File: src/rtl/key_param_ctrl.sv
// Debounced multi-key parameter stepper: each key channel syncs, debounces, pulses on
// press and steps a wrapping parameter. Define KEY_REPEAT_EN to compile in auto-repeat.

module key_param_chan #(
   parameter int PARAM_W      = 11,
   parameter int PARAM_MAX    = 100,
   parameter int DEBOUNCE_CYC = 4
`ifdef KEY_REPEAT_EN
   ,
   parameter int HOLD_CYC     = 16,
   parameter int REPEAT_CYC   = 4
`endif
) (
   input  logic               clk,
   input  logic               reset_n,
   input  logic               key_raw,
   output logic               key_level,
   output logic               key_pulse,
   output logic [PARAM_W-1:0] param
);
   localparam int DB_W = (DEBOUNCE_CYC > 1) ? $clog2(DEBOUNCE_CYC) : 1;
   localparam logic [DB_W-1:0]    DB_LAST = DB_W'(DEBOUNCE_CYC - 1);
   localparam logic [PARAM_W-1:0] PMAX    = PARAM_W'(PARAM_MAX);

   typedef enum logic [1:0] {ST_IDLE, ST_PRESSED, ST_REPEAT} state_t;

   logic [1:0]      sync_q;
   logic            key_s;
   logic [DB_W-1:0] db_cnt;
   state_t          state, state_nxt;
   logic            fire;
   logic [PARAM_W-1:0] param_nxt;

`ifdef KEY_REPEAT_EN
   localparam int RP_MAX = (HOLD_CYC > REPEAT_CYC) ? HOLD_CYC : REPEAT_CYC;
   localparam int RP_W   = (RP_MAX > 1) ? $clog2(RP_MAX) : 1;
   localparam logic [RP_W-1:0] HOLD_LAST = RP_W'(HOLD_CYC - 1);
   localparam logic [RP_W-1:0] RPT_LAST  = RP_W'(REPEAT_CYC - 1);
   logic [RP_W-1:0] rpt_cnt, rpt_nxt;
`endif

   always_ff @(posedge clk or negedge reset_n) begin
      if (!reset_n) sync_q <= '0;
      else          sync_q <= {sync_q[0], key_raw};
   end
   assign key_s = sync_q[1];

   // Counter only runs while the synced input disagrees with the accepted level.
   always_ff @(posedge clk or negedge reset_n) begin
      if (!reset_n) begin
         db_cnt    <= '0;
         key_level <= 1'b0;
      end else if (key_s == key_level) begin
         db_cnt <= '0;
      end else if (db_cnt == DB_LAST) begin
         key_level <= ~key_level;
         db_cnt    <= '0;
      end else begin
         db_cnt <= db_cnt + 1'b1;
      end
   end

   assign param_nxt = (param >= PMAX) ? '0 : param + 1'b1;

   always_ff @(posedge clk or negedge reset_n) begin
      if (!reset_n) begin
         state     <= ST_IDLE;
         key_pulse <= 1'b0;
         param     <= '0;
`ifdef KEY_REPEAT_EN
         rpt_cnt   <= '0;
`endif
      end else begin
         state     <= state_nxt;
         key_pulse <= fire;
         if (fire) param <= param_nxt;
`ifdef KEY_REPEAT_EN
         rpt_cnt   <= rpt_nxt;
`endif
      end
   end

   always_comb begin
      state_nxt = state;
      fire      = 1'b0;
`ifdef KEY_REPEAT_EN
      rpt_nxt   = rpt_cnt;
`endif
      case (state)
         ST_IDLE: begin
            if (key_level) begin
               state_nxt = ST_PRESSED;
               fire      = 1'b1;
`ifdef KEY_REPEAT_EN
               rpt_nxt   = '0;
`endif
            end
         end
         ST_PRESSED: begin
            if (!key_level) state_nxt = ST_IDLE;
`ifdef KEY_REPEAT_EN
            else if (rpt_cnt == HOLD_LAST) begin
               state_nxt = ST_REPEAT;
               fire      = 1'b1;
               rpt_nxt   = '0;
            end else rpt_nxt = rpt_cnt + 1'b1;
`endif
         end
         ST_REPEAT: begin
`ifdef KEY_REPEAT_EN
            if (!key_level) state_nxt = ST_IDLE;
            else if (rpt_cnt == RPT_LAST) begin
               fire    = 1'b1;
               rpt_nxt = '0;
            end else rpt_nxt = rpt_cnt + 1'b1;
`else
            state_nxt = ST_IDLE;
`endif
         end
         default: state_nxt = ST_IDLE;
      endcase
   end
endmodule

module key_param_ctrl #(
   parameter int KEY_NUM      = 5,
   parameter int PARAM_W      = 11,
   parameter int PARAM_MAX    = 100,
   parameter int DEBOUNCE_CYC = 4,
   parameter int HOLD_CYC     = 16,
   parameter int REPEAT_CYC   = 4
) (
   input  logic                       clk,
   input  logic                       reset_n,
   input  logic [KEY_NUM-1:0]         key_in,
   output logic [KEY_NUM-1:0]         key_level,
   output logic [KEY_NUM-1:0]         key_pulse,
   output logic [KEY_NUM*PARAM_W-1:0] param_bus
);
   logic [KEY_NUM-1:0][PARAM_W-1:0] param_arr;

   if (PARAM_MAX < 1 || PARAM_MAX > (2**PARAM_W) - 1) begin : g_bad_max
      $error("PARAM_MAX out of range for PARAM_W");
   end
   if (DEBOUNCE_CYC < 1 || DEBOUNCE_CYC > 65536) begin : g_bad_db
      $error("DEBOUNCE_CYC out of range");
   end
   if (HOLD_CYC < 1 || REPEAT_CYC < 1) begin : g_bad_rpt
      $error("HOLD_CYC and REPEAT_CYC must be at least 1");
   end

   for (genvar k = 0; k < KEY_NUM; k++) begin : g_chan
      key_param_chan #(
         .PARAM_W      (PARAM_W),
         .PARAM_MAX    (PARAM_MAX),
         .DEBOUNCE_CYC (DEBOUNCE_CYC)
`ifdef KEY_REPEAT_EN
         ,
         .HOLD_CYC     (HOLD_CYC),
         .REPEAT_CYC   (REPEAT_CYC)
`endif
      ) u_chan (
         .clk       (clk),
         .reset_n   (reset_n),
         .key_raw   (key_in[k]),
         .key_level (key_level[k]),
         .key_pulse (key_pulse[k]),
         .param     (param_arr[k])
      );
   end

   assign param_bus = param_arr;
endmodule

File: config.mk
export PLATFORM = sky130hd
export DESIGN_NAME = key_param_ctrl
export DESIGN_NICKNAME = d
export VERILOG_FILES = /design/src/rtl/key_param_ctrl.sv
export SDC_FILE = /design/constraint.sdc
export NUM_CORES = 1
export LEC_CHECK = 0
export ABC_AREA = 1
export CAP_MARGIN = 20
export CORE_ASPECT_RATIO = 0.9
export CORE_MARGIN = 2
export CORE_UTILIZATION = 30
export DETAILED_ROUTE_END_ITERATION = 16
export PLACE_DENSITY = 0.59
export SYNTH_ARGS = -nofsm -noshare
export SYNTH_HDL_FRONTEND = slang
export SYNTH_HIERARCHICAL = 1
export SYNTH_SLANG_ARGS = --single-unit
File: constraint.sdc
create_clock -name clk -period 1.63 [get_ports clk]
set_input_delay 0.326 -clock clk [delete_from_list [all_inputs] [get_ports clk]]
set_output_delay 0.326 -clock clk [all_outputs]
set_load 0.01 [all_outputs]
==> results.json <==
{
  "period_share": 0.9761,
  "synth_most_common_cell": "nand2_1",
  "design.core.area_um2": 13310,
  "whs_ns": 0.3463,
  "crit_type": "register to primary output",
  "ys_warn_count": 6,
  "fp.dieW_um": 126.9,
  "clock-root-buffer": "clkbuf_16",
  "ys.flop_type": "dfrtp_1",
  "die-area_um2": 14540,
  "final_layout_size_suffix_gt1_frac": 0.1536,
  "hp-class": "register to register",
  "place_hpwl_um": 5479,
  "stdcell_count": 702,
  "area_growth_pct": 32.72,
  "max-slew-margin-rel": 0.7768,
  "antenna_cells": 0,
  "syn_area_per_cell_um2": 9.436,
  "grt_pass1_wl_um": 13370,
  "place_inst": 673,
  "grt_usage": 0.1171,
  "synth.top_cells.by_area": "dfrtp_1, nand2_1, inv_1, ha_1, nor2_1",
  "drv_slew": 0,
  "cp_max_fo": 2,
  "cap_violations": 0,
  "drc": 0,
  "cp_cell_sequence": "clkdlybuf4s50_1",
  "tritoncts": "yes",
  "ys_ff_latch": 90,
  "clk_pin_slew_ns": 0.06,
  "fin_setup_tns_ns": 0,
  "vias": 2903,
  "cts.path.max_buffers": 2,
  "worstPathArrival_ns": 1.27,
  "dieHeight_um": 114.6,
  "leakagePower_nw": 2.856,
  "ir_worst_vdd_uv": 740.2,
  "antenna_found_initial": 0,
  "crit_family": "buffers and inverters",
  "dr.pass1.iters": 4,
  "status": "completed",
  "fmax_ghz": 0.6285,
  "tightest_slew_ns": 0.3347,
  "synth_nets": 459,
  "period_minus_slack_ns": 1.591,
  "grt.overflow.total": 0,
  "cp.required_ns": 1.30,
  "cp-start-kind": "register",
  "hold_violations": 0,
  "synth_cell_types": 21,
  "rows": 40,
  "via_per_inst": 4.135,
  "synth.top_cell.area_share": 0.5525,
  "cts_buffers": 9,
  "start_util": 0.3062,
  "htree_levels": 3,
  "drt_iter0_markers": 61,
  "routed_wl_um": 7763,
  "grt_max_degree": 53,
  "finalSetupViolCount": 0,
  "nets": 556,
  "antenna_left": 0,
  "portBuffers": 71,
  "ys_seq_area_frac": 0.5525,
  "path_buf_inv": 1,
  "synth_edf_count": 0,
  "wire_per_inst_um": 11.06,
  "cp_slowest_cell": "clkdlybuf4s50_1",
  "clkLatencyLatePin_ns": 0.34,
  "cp-end-kind": "primary output",
  "synth_area_leader_cell": "dfrtp_1",
  "fin_skew_ns": 0.004266,
  "power_density_nw_per_um2": 1553,
  "async_flop_share": 1.000,
  "ys_top_cells_by_count": "nand2_1, dfrtp_1, inv_1",
  "syn_inst": 432,
  "gp_congestion": 0.8219,
  "first_global_vias": 2813,
  "cts_sinks": 90,
  "slowest_delay_ns": 0.55,
  "io_pins": 72,
  "synth.cell_area_um2": 4076,
  "p_total_mw": 8.401,
  "rsz0062_at_grt": "no"
}
metal layers:
| layer | global-route usage | wire length (um) | vias up |
|---|---|---|---|
| li1 | - | - | 1486 |
| met1 | 0.1515 | 3703 | 1355 |
| met2 | 0.1771 | 3512 | 51 |
| met3 | 0.03318 | 386 | 11 |
| met4 | 0.06593 | 160 | 0 |
| met5 | 0 | 0 | - |
cell usage in the layout, fill, tap and decap left out, types with 2 or more instances in the layout:
master,instances
nand2_1,96
dfrtp_1,81
inv_1,73
nor2_1,57
clkdlybuf4s50_1,40
dlygate4sd2_1,22
ha_1,20
buf_4,19
nand3_1,15
nand2_2,11
xnor2_1,10
xor2_1,10
o21ai_1,10
clkbuf_16,9
dfrtp_2,9
nor2_2,8
dlymetal6s2s_1,8
nor3_1,5
nor2_4,5
a21oi_2,5
mux2_2,5
nand2_4,4
clkbuf_1,3
clkbuf_8,2
logic make-up (layout without fill, tap and decap cells):
logic type | count (synthesis) | in the layout | synth area share
simple gates | 202 | 202 | 0.2244
flops | 90 | 90 | 0.5525
buf+inv | 80 | 182 | 0.08195
fa+ha+maj | 20 | 20 | 0.06139
xor+xnor | 20 | 20 | 0.04297
compound gates | 15 | 15 | 0.02302
mux | 5 | 5 | 0.01381
final timing paths:
check                                           startpoint                         end  slack, ns  cells past startpoint
worst max-delay path             g_chan[4].u_chan/param[1]               param_bus[45]       0.04                      1
worst min-delay path            g_chan[2].u_chan/sync_q[0]  g_chan[2].u_chan/sync_q[1]       0.35                      0
worst max register to register  g_chan[0].u_chan/key_level   g_chan[0].u_chan/param[4]       0.24                      6
worst min register to register  g_chan[2].u_chan/sync_q[0]  g_chan[2].u_chan/sync_q[1]       0.35                      0
max in group asynchronous                          reset_n   g_chan[0].u_chan/param[0]       0.59                      3
min in group asynchronous                          reset_n   g_chan[3].u_chan/param[8]       0.41                      2
registers in the layout, indices dropped and copies added (netlist names):
name                     count
g_chan.u_chan/param         55
g_chan.u_chan/db_cnt        10
g_chan.u_chan/key_pulse      5
g_chan.u_chan/sync_q        10
g_chan.u_chan/state          5
g_chan.u_chan/key_level      5
stage by stage:
| step | instance area [um2] | util | setup slack, ns |
|---|---|---|---|
| floorplan | 4076 | - | 0.3848 |
| global placement | 5007 | 0.3761 | 0.2928 |
| detailed placement | 5007 | 0.3761 | 0.2790 |
| CTS | 5390 | 0.4049 | 0.002563 |
| global route | 5410 | 0.4064 | 0.004251 |
| finish | 5410 | 0.4064 | 0.03892 |
what timing repair did:
action,4_1_cts,5_1_grt
endpoints found under the setup margin,34,8
hold endpoints to repair,14,0
gates resized for setup,31,8
buffers inserted,12,0
pin swaps,0,0
cloned,0,0
hold buffers,1,0
cell type report:
cell class / instances / area, um2
Clock inverter: 2 / 35.03
Timing Repair Buffer: 91 / 865.8
Clock buffer: 14 / 264.0
Sequential cell: 90 / 2263
Tap cell: 168 / 210.2
Inverter: 75 / 281.5
Fill cell: 1306 / 7903
Multi-Input combinational cell: 262 / 1490
power breakdown:
part	switching, mW	total (mW)	internal (mW)	leakage (nW)
logic	1.54	2.99	1.45	1.55
registers	0.480	3.31	2.83	1.16
clock network	0.831	2.10	1.27	0.147
Note: power is estimated with default switching activity, not from simulation.
